File: config.mk
export PLATFORM = sky130hd
export DESIGN_NAME = jstk_fire_conditioner
export DESIGN_NICKNAME = d
export VERILOG_FILES = /design/src/rtl/jstk_fire_conditioner.sv
export SDC_FILE = /design/constraint.sdc
export NUM_CORES = 1
export LEC_CHECK = 0
export ABC_AREA = 1
export CORE_ASPECT_RATIO = 0.6
export CORE_UTILIZATION = 52
export DETAILED_ROUTE_END_ITERATION = 8
export PLACE_DENSITY = 0.81
export SLEW_MARGIN = 20
export SYNTH_ARGS = -nofsm -noshare
export SYNTH_HDL_FRONTEND = slang
export SYNTH_SLANG_ARGS = --single-unit
File: constraint.sdc
create_clock -name clk -period 20.9 [get_ports clk]
set_input_delay 4.18 -clock clk [delete_from_list [all_inputs] [get_ports clk]]
set_output_delay 4.18 -clock clk [all_outputs]
set_load 0.01 [all_outputs]
File: src/rtl/jstk_fire_conditioner.sv
// PmodJSTK packet conditioner: registered aim, dead-zone flag, debounced button and a
// rate-limited fire request on valid/ready. Define JSTK_AUTOFIRE_EN to re-fire on a held button.
module jstk_fire_conditioner #(
    parameter int unsigned CENTER          = 512,
    parameter int unsigned DEAD_ZONE       = 100,
    parameter int unsigned MAX_SPEED       = 5,
    parameter int unsigned DEBOUNCE_CYCLES = 250000,
    parameter int unsigned COOLDOWN_CYCLES = 2500000
) (
    input  logic        clk,
    input  logic        rst_n,
    input  logic [39:0] jstk_data,
    input  logic        jstk_valid,
    input  logic        fire_ready,
    output logic        fire_valid,
    output logic [7:0]  fire_dx,
    output logic [7:0]  fire_dy,
    output logic [9:0]  aim_x,
    output logic [9:0]  aim_y,
    output logic        aim_active,
    output logic        btn_db,
    output logic [7:0]  shot_count
);

    localparam int unsigned AXIS_W = 10;
    localparam int unsigned DIFF_W = 11;
    localparam int unsigned MAG_W  = 22;
    localparam int unsigned VEL_W  = 8;
    localparam int unsigned DB_W   = (DEBOUNCE_CYCLES > 1) ? $clog2(DEBOUNCE_CYCLES + 1) : 1;
    localparam int unsigned CD_W   = (COOLDOWN_CYCLES > 1) ? $clog2(COOLDOWN_CYCLES + 1) : 1;

    localparam logic [MAG_W-1:0]  DZ_SQ    = MAG_W'(DEAD_ZONE * DEAD_ZONE);
    localparam logic [DB_W-1:0]   DB_LAST  = DB_W'((DEBOUNCE_CYCLES > 0) ? DEBOUNCE_CYCLES - 1 : 0);
    localparam logic [CD_W-1:0]   CD_LOAD  = CD_W'((COOLDOWN_CYCLES > 0) ? COOLDOWN_CYCLES - 1 : 0);

    typedef enum logic [1:0] {
        ST_IDLE     = 2'd0,
        ST_OFFER    = 2'd1,
        ST_COOLDOWN = 2'd2
    } state_t;

    // Capture stage
    logic [AXIS_W-1:0] cap_x;
    logic [AXIS_W-1:0] cap_y;
    logic              btn_raw;

    always_ff @(posedge clk or negedge rst_n) begin
        if (!rst_n) begin
            cap_x   <= '0;
            cap_y   <= '0;
            btn_raw <= 1'b0;
        end else if (jstk_valid) begin
            cap_x   <= {jstk_data[9:8], jstk_data[23:16]};
            cap_y   <= {jstk_data[25:24], jstk_data[39:32]};
            btn_raw <= jstk_data[0];
        end
    end

    logic unused_jstk_bits_c;
    assign unused_jstk_bits_c = ^{jstk_data[31:26], jstk_data[15:10], jstk_data[7:1]};

    // Math stage: signed deflection, squared radius and truncated-toward-zero velocity
    logic signed [DIFF_W-1:0] dx_c, dy_c;
    logic [DIFF_W-1:0]        adx_c, ady_c;
    logic [MAG_W-1:0]         mag2_c;
    logic [VEL_W-1:0]         sx_c, sy_c, vx_c, vy_c;

    assign dx_c   = $signed({1'b0, cap_x}) - $signed(DIFF_W'(CENTER));
    assign dy_c   = $signed({1'b0, cap_y}) - $signed(DIFF_W'(CENTER));
    assign adx_c  = dx_c[DIFF_W-1] ? DIFF_W'(-dx_c) : DIFF_W'(dx_c);
    assign ady_c  = dy_c[DIFF_W-1] ? DIFF_W'(-dy_c) : DIFF_W'(dy_c);
    assign mag2_c = MAG_W'(adx_c) * MAG_W'(adx_c) + MAG_W'(ady_c) * MAG_W'(ady_c);
    assign sx_c   = VEL_W'((MAG_W'(adx_c) * MAG_W'(MAX_SPEED)) >> 9);
    assign sy_c   = VEL_W'((MAG_W'(ady_c) * MAG_W'(MAX_SPEED)) >> 9);
    assign vx_c   = dx_c[DIFF_W-1] ? VEL_W'(-sx_c) : sx_c;
    assign vy_c   = dy_c[DIFF_W-1] ? VEL_W'(-sy_c) : sy_c;

    logic [VEL_W-1:0] vx_q, vy_q;

    always_ff @(posedge clk or negedge rst_n) begin
        if (!rst_n) begin
            aim_x      <= '0;
            aim_y      <= '0;
            aim_active <= 1'b0;
            vx_q       <= '0;
            vy_q       <= '0;
        end else begin
            aim_x      <= cap_x;
            aim_y      <= cap_y;
            aim_active <= (mag2_c > DZ_SQ);
            vx_q       <= vx_c;
            vy_q       <= vy_c;
        end
    end

    // Debounce: the raw level must disagree for DEBOUNCE_CYCLES consecutive cycles
    logic [DB_W-1:0] db_cnt;
    logic            btn_db_q;
    logic            btn_rise_c;

    always_ff @(posedge clk or negedge rst_n) begin
        if (!rst_n) begin
            db_cnt   <= '0;
            btn_db   <= 1'b0;
            btn_db_q <= 1'b0;
        end else begin
            btn_db_q <= btn_db;
            if (btn_raw != btn_db) begin
                if (db_cnt == DB_LAST) begin
                    btn_db <= ~btn_db;
                    db_cnt <= '0;
                end else begin
                    db_cnt <= db_cnt + DB_W'(1);
                end
            end else begin
                db_cnt <= '0;
            end
        end
    end

    assign btn_rise_c = btn_db & ~btn_db_q;

    // Shot FSM
    state_t           state, state_nxt;
    logic             fire_valid_nxt;
    logic [VEL_W-1:0] fire_dx_nxt, fire_dy_nxt;
    logic [7:0]       shot_count_nxt;
    logic [CD_W-1:0]  cd_cnt, cd_cnt_nxt;

    always_ff @(posedge clk or negedge rst_n) begin
        if (!rst_n) begin
            state      <= ST_IDLE;
            fire_valid <= 1'b0;
            fire_dx    <= '0;
            fire_dy    <= '0;
            shot_count <= '0;
            cd_cnt     <= '0;
        end else begin
            state      <= state_nxt;
            fire_valid <= fire_valid_nxt;
            fire_dx    <= fire_dx_nxt;
            fire_dy    <= fire_dy_nxt;
            shot_count <= shot_count_nxt;
            cd_cnt     <= cd_cnt_nxt;
        end
    end

    always_comb begin
        state_nxt      = state;
        fire_valid_nxt = fire_valid;
        fire_dx_nxt    = fire_dx;
        fire_dy_nxt    = fire_dy;
        shot_count_nxt = shot_count;
        cd_cnt_nxt     = cd_cnt;
        unique case (state)
            ST_IDLE: begin
                if (btn_rise_c && aim_active) begin
                    state_nxt      = ST_OFFER;
                    fire_valid_nxt = 1'b1;
                    fire_dx_nxt    = vx_q;
                    fire_dy_nxt    = vy_q;
                end
            end
            ST_OFFER: begin
                if (fire_valid && fire_ready) begin
                    state_nxt      = ST_COOLDOWN;
                    fire_valid_nxt = 1'b0;
                    cd_cnt_nxt     = CD_LOAD;
                    if (shot_count != 8'hFF) begin
                        shot_count_nxt = shot_count + 8'd1;
                    end
                end
            end
            ST_COOLDOWN: begin
                if (cd_cnt == '0) begin
`ifdef JSTK_AUTOFIRE_EN
                    if (btn_db && aim_active) begin
                        state_nxt      = ST_OFFER;
                        fire_valid_nxt = 1'b1;
                        fire_dx_nxt    = vx_q;
                        fire_dy_nxt    = vy_q;
                    end else begin
                        state_nxt = ST_IDLE;
                    end
`else
                    state_nxt = ST_IDLE;
`endif
                end else begin
                    cd_cnt_nxt = cd_cnt - CD_W'(1);
                end
            end
            default: state_nxt = ST_IDLE;
        endcase
    end

endmodule
* Word-level counts from Yosys, hierarchy flattened
Cells that the tools add are included.
** Word-level totals
- Register bits :: 127
- Bits of input ports :: 44
- Word-level logic and storage cells :: 72
** Cells by class
- Add/sub/neg operators :: 10
- Multipliers :: 4
- Order comparisons :: 1
- Equality and inequality tests :: 9
- Multiplexer cells :: 16
- Bitwise operators :: 3
- Reductions and logical operators :: 12
** Operators with widths (count)
- $mul A11 B11 Y22 :: 2
- $mux W22 :: 2
- $pmux W22 S2 :: 1
- $mux W18 :: 2
- $mul A11 B3 Y14 const B :: 2
- $add A22 B22 Y22 :: 1
- $gt A22 B14 Y1 const B :: 1
- $logic_not A22 Y1 :: 1
- $mux W11 :: 2
- $neg A11 Y11 :: 2
- $sub A10 B10 Y11 const B :: 2
- $sub A22 B1 Y22 const B :: 1
- $add A18 B1 Y18 const B :: 1
- $eq A18 B18 Y1 const B :: 1
- $mux W8 :: 2
- $neg A5 Y8 :: 2
- $reduce_and A3 Y1 :: 4
- $add A8 B1 Y8 const B :: 1
- $ne A2 B2 Y1 const B :: 4
- $ne A8 B8 Y1 const B :: 1
- $mux W2 :: 3
- $pmux W2 S3 :: 1
- $reduce_and A2 Y1 :: 2
- $reduce_bool A2 Y1 :: 2
- other kinds (9) :: 12

* Longest topological paths before layout
- Depth in word-level cells :: 6
- Gate-level depth with buffers :: 38
- Depth with buffers taken out :: 37

* Least setup slack after synthesis
OpenSTA, ideal clock, no wires.
- Kind :: reg2reg
- Start :: register cap_x[0]
- End :: register aim_active
- Arrival time :: 6.797 ns
- Required time :: 20.775 ns
- Slack :: 13.977 ns
- Stages on the path, launching flop included :: 35
- Clock period less this slack :: 6.923 ns
- Cell sequence :: dfrtp_1 > clkinv_1 > ha_1 > nand2_1 > nor2_1 > inv_1 > nor3_2 > or2_2 > xor2_2 > nand2_1 > inv_1 > fa_1 > fa_1 > inv_1 > fa_1 > inv_1 > fa_1 > fa_1 > fa_1 > inv_1 > fa_1 > inv_1 > ha_1 > a21oi_1 > nor2_1 > nor2_1 > nand2_1 > nand2_1 > nand2_1 > nand2_1 > inv_1 > o21ai_0 > nand2_1 > nor2_1 > nand3_1
** Between the ends
- Longest elaborated chain between the ends :: 6
** Ends and longest elaborated chain
- start, declared :: RTL line 43 : logic [AXIS_W-1:0] cap_x;
- start signal, assigned :: RTL line 53 : cap_x <= {jstk_data[9:8], jstk_data[23:16]};
- $sub A10 B10 Y11 (*) :: RTL line 68 : assign dx_c = $signed({1'b0, cap_x}) - $signed(DIFF_W'(CENTER));
- $neg A11 Y11 :: RTL line 70 : assign adx_c = dx_c[DIFF_W-1] ? DIFF_W'(-dx_c) : DIFF_W'(dx_c);
- $mux W11 (*) :: RTL line 70
- $mul A11 B11 Y22 (*) :: RTL line 72 : assign mag2_c = MAG_W'(adx_c) * MAG_W'(adx_c) + MAG_W'(ady_c) * MAG_W'(ady_c);
- $add A22 B22 Y22 (*) :: RTL line 72
- $gt A22 B14 Y1 (*) :: RTL line 90 : aim_active <= (mag2_c > DZ_SQ);
- end signal, assigned :: RTL line 90
- end, declared :: RTL line 20 : output logic aim_active,
Mark *: on every way between the ends. The rest lies on a longest branch, timed or not.
A chain may end at the register's enable or synchronous reset.

* Final worst setup path
Ends and elaborated chain as after synthesis.

==> results summary <==
The average wire per cell in the routed design is 15.7 µm. For the final routed database, the setup TNS stands at 0 ps. The flow ran to the end, and the final reports show no timing, DRC or antenna violations. The root buffer cell chosen for the clock tree is sky130_fd_sc_hd__clkbuf_16. The filler cell count in the final layout is 2029. The first global-routing pass estimated 53500 µm of wire.

For this configuration, the core starts out at a cell density of 54.1%. For this design, the slowest cell found on the critical path is sky130_fd_sc_hd__xor2_1. The worst register-to-register path begins at cap_x[0].

The compound-cell area share of the yosys netlist is 5.58%. The category of cells accounting for the largest share of critical-path delay is adder cells. The area of combinational cells with multiple inputs came out at 0.00876 mm². The via count of the first global-routing pass came out at 10700. Data on the critical path is required at its endpoint by 21150 ps. The number of synthesized register bits is 127.

From bottom edge to top edge, the die measures 126 µm. The detailed-route via count is 10300. The routed via count divided by cell count came out at 5.16. The number of buffers created by CTS is 17. During synthesis, Yosys emitted a total of 0 warnings. The detailed router finished its first iteration with 867 violations.

The placed wire-length estimate after detailed placement came out at 25600 µm. 91 I/O pins were placed. The number of antenna diodes in the final layout is 0. The buffering stage count on the worst path with inverters included came out at 7.

The number of placement rows is 44. Clock-pin slew was measured on the worst setup and hold paths at 60 ps. The total instance count after detailed placement came out at 1966. After detailed routing, the number of remaining DRC violations is 0.

The worst hold path terminates at aim_x[6]. The register area came out at 0.00318 mm². The count of hold-fix buffers inserted at cts came out at 0.

The H-tree was split into 4 levels. Yosys mapped the design onto 51 distinct sky130hd cell types. The overall fraction of global-route tracks in use is 25.9%. The final routed wirelength across all metal layers came out at 31500 µm. In this run the tool buffered the top-level ports with 71 buffer cells. Summing the areas of all fa, ha and maj instances in the mapped netlist gives 37.0% of the synthesized area. The number of nets in the layout came out at 2003. The most frequent cell on the critical path is sky130_fd_sc_hd__fa_1.

The primary flip-flop cell chosen by synthesis mapping is sky130_fd_sc_hd__dfrtp_1. The main combinational cell family by area after synthesis is adder cells. The count of cells in the finished layout, fillers not included, comes to 1998. For the worst-skew pair, the clock arrives at the later sink with an insertion delay of 430 ps. The setup path with the least slack is of type flop to flop. TritonCTS built the clock tree. The worst clock skew came out at 9.79 ps. The final-report hold violation count came out at 0.

The total global routing overflow came out at 0. The path class of the tightest hold or removal check is flop to flop. The pre-antenna-repair detailed-routing pass consisted of 5 iterations. The worst setup path is launched from a flop. The area of the die came out at 0.0263 mm².

The count of pins over their slew limit came out at 0. Setup violations remaining at the end of the flow were counted as 0. The xor and xnor area share after synthesis came out at 2.40%. Dividing the synthesized area by the synthesized cell count gives 8.64 µm². The launch instance of the worst min-delay path is cap_x[6]. Measured against the total synthesized area, the mux share comes to 1.60%. The cell area that synthesis handed to floorplanning was 0.0133 mm². The data arrival time at the worst-slack endpoint came out at 8770 ps.

The clock sink count is 127. The transition at the pin with the smallest max-transition slack is 1090 ps. The number of synthesized flops with an enable pin is 0. The final period utilization is 40.8%.

The pin count of the biggest net entering global routing is 74. The region available for standard cell placement spans 0.0247 mm². The number of antenna violations at the first check in global routing is 1.

The peak fanout along the critical path is 8. The maximum number of buffers from clock root to sink is 2. The worst stage delay on the critical path is 620 ps. The layout overhead on the synthesized area came out at 13.6%.

The highest achievable clock rate is 0.117 GHz. The global placer's final weighted congestion came out at 0.924. Setup repair after global routing left no endpoint under its margin.

The horizontal die dimension is 209 µm. The post-CTS resize count came out at 0. The depth of the worst register-to-register path is 32. Counting instances, the worst hold path has a depth of 0.

The max capacitance violation total came out at 0. The slack of the worst reg-to-reg path is 12380 ps. The sequential-to-total area share from yosys stat came out at 23.8%. The shortest period the worst path allows is 8520 ps. The worst setup path is captured at a flop.

The worst max-slew margin expressed relative to the limit came out at 27.3%. The post-synthesis instance total came out at 1544. The simple-gate share of the synthesized area came out at 17.8%. The worst flop-to-flop path endpoint is aim_active.

The fraction of layout instances using a drive strength above 1 came out at 6.74%. The post-synthesis async set-or-reset flop share is 100%. The number of buffers inserted to repair setup after CTS came out at 0. The antenna violation net count after detailed routing is 0.
[final cells by class]
| cell class | instances | share of cell area (%) |
|---|---|---|
| flip-flops and latches | 127 | 21.0 |
| inverters | 393 | 9.73 |
| multi-input cells | 1049 | 57.8 |
| clock inverters | 11 | 0.916 |
| well taps | 322 | 2.66 |
| repair buffers | 75 | 4.90 |
| clock buffers | 21 | 3.04 |
[cells by family after synthesis]
| group | Yosys count |
|---|---|
| buffers and inverters | 410 |
| adders and majority gates | 296 |
| AOI/OAI and AO/OA | 134 |
| other | 2 |
| muxes | 19 |
| DFF | 127 |
| and+or+nand+nor | 522 |
| xor gates and xnor gates | 34 |
[stage by stage]
step	hold slack, ps	setup WS (ps)	util [%]	cell area (µm²)
after floorplan	354	13980	-	13500
after global placement	360	12680	59.0	14600
after detailed placement	363	12630	59.0	14600
after CTS	371	12570	61.4	15200
after global routing	396	11890	61.4	15200
final	374	12380	61.4	15200
[synth_stat cells (all sizes together) (5+ instances only)]
cell type,count,area [µm²]
a21o,6,45.0
a21oi,51,267
a31oi,8,50.1
buf,7,43.8
clkbuf,10,38.8
dfrtp,127,3180
fa,164,3280
ha,132,1650
inv,390,1460
mux2,19,214
nand2,259,1020
nand3,70,393
nand3b,5,37.5
nand4,11,68.8
nor2,141,564
nor3,20,153
o21ai,57,289
o21bai,5,41.3
or2,7,43.8
xnor2,13,114
xor2,21,206
[per-layer routing]
layer	global-route usage, %	vias to the layer above	routed length, µm
met4	5.75	0	340
met2	38.6	421	13700
met5	0	-	0
li1	-	4886	-
met3	7.33	31	2950
met1	37.4	4979	14400
[worst max path at each step]
| stage | slack, ps | startpoint | to | depth (start not counted) |
|---|---|---|---|---|
| 2_1_floorplan | 13980 | cap_x[0] | aim_active | 34 |
| 5_1_grt | 11890 | cap_x[0] | aim_active | 32 |
| 3_5_place_dp | 12630 | cap_x[0] | aim_active | 32 |
| 3_3_place_gp | 12680 | cap_x[0] | aim_active | 32 |
| 4_1_cts | 12570 | cap_x[0] | aim_active | 32 |
| 6_report | 12380 | cap_x[0] | aim_active | 32 |
[layout by cell type, fill, tap and decap left out, types with 7 or more instances in the layout]
cell type	instances
sky130_fd_sc_hd__a21oi_1	48
sky130_fd_sc_hd__o21ai_0	51
sky130_fd_sc_hd__a31oi_1	8
sky130_fd_sc_hd__fa_1	164
sky130_fd_sc_hd__clkdlybuf4s50_1	70
sky130_fd_sc_hd__dfrtp_1	127
sky130_fd_sc_hd__nand4_1	11
sky130_fd_sc_hd__mux2_2	19
sky130_fd_sc_hd__inv_1	388
sky130_fd_sc_hd__xor2_1	18
sky130_fd_sc_hd__nor3_1	12
sky130_fd_sc_hd__nand3_1	63
sky130_fd_sc_hd__nor2_1	133
sky130_fd_sc_hd__xnor2_1	13
sky130_fd_sc_hd__clkbuf_16	17
sky130_fd_sc_hd__ha_1	132
sky130_fd_sc_hd__nand2_2	15
sky130_fd_sc_hd__conb_1	44
sky130_fd_sc_hd__or2_2	7
sky130_fd_sc_hd__nand2_1	243
[state kept, by name, indices dropped and copies added (netlist names)]
signal and flops:
vx_q 8, db_cnt 18, fire_dx 8, vy_q 8, state 2, cap_y 10, cd_cnt 22, cap_x 10
fire_dy 8, aim_x 10, btn_db_q 1, aim_active 1, shot_count 8, fire_valid 1, btn_db 1, btn_raw 1
aim_y 10
Power is not shown: default switching activity piles up to over one toggle a cycle in this logic, so the estimate is an artifact.
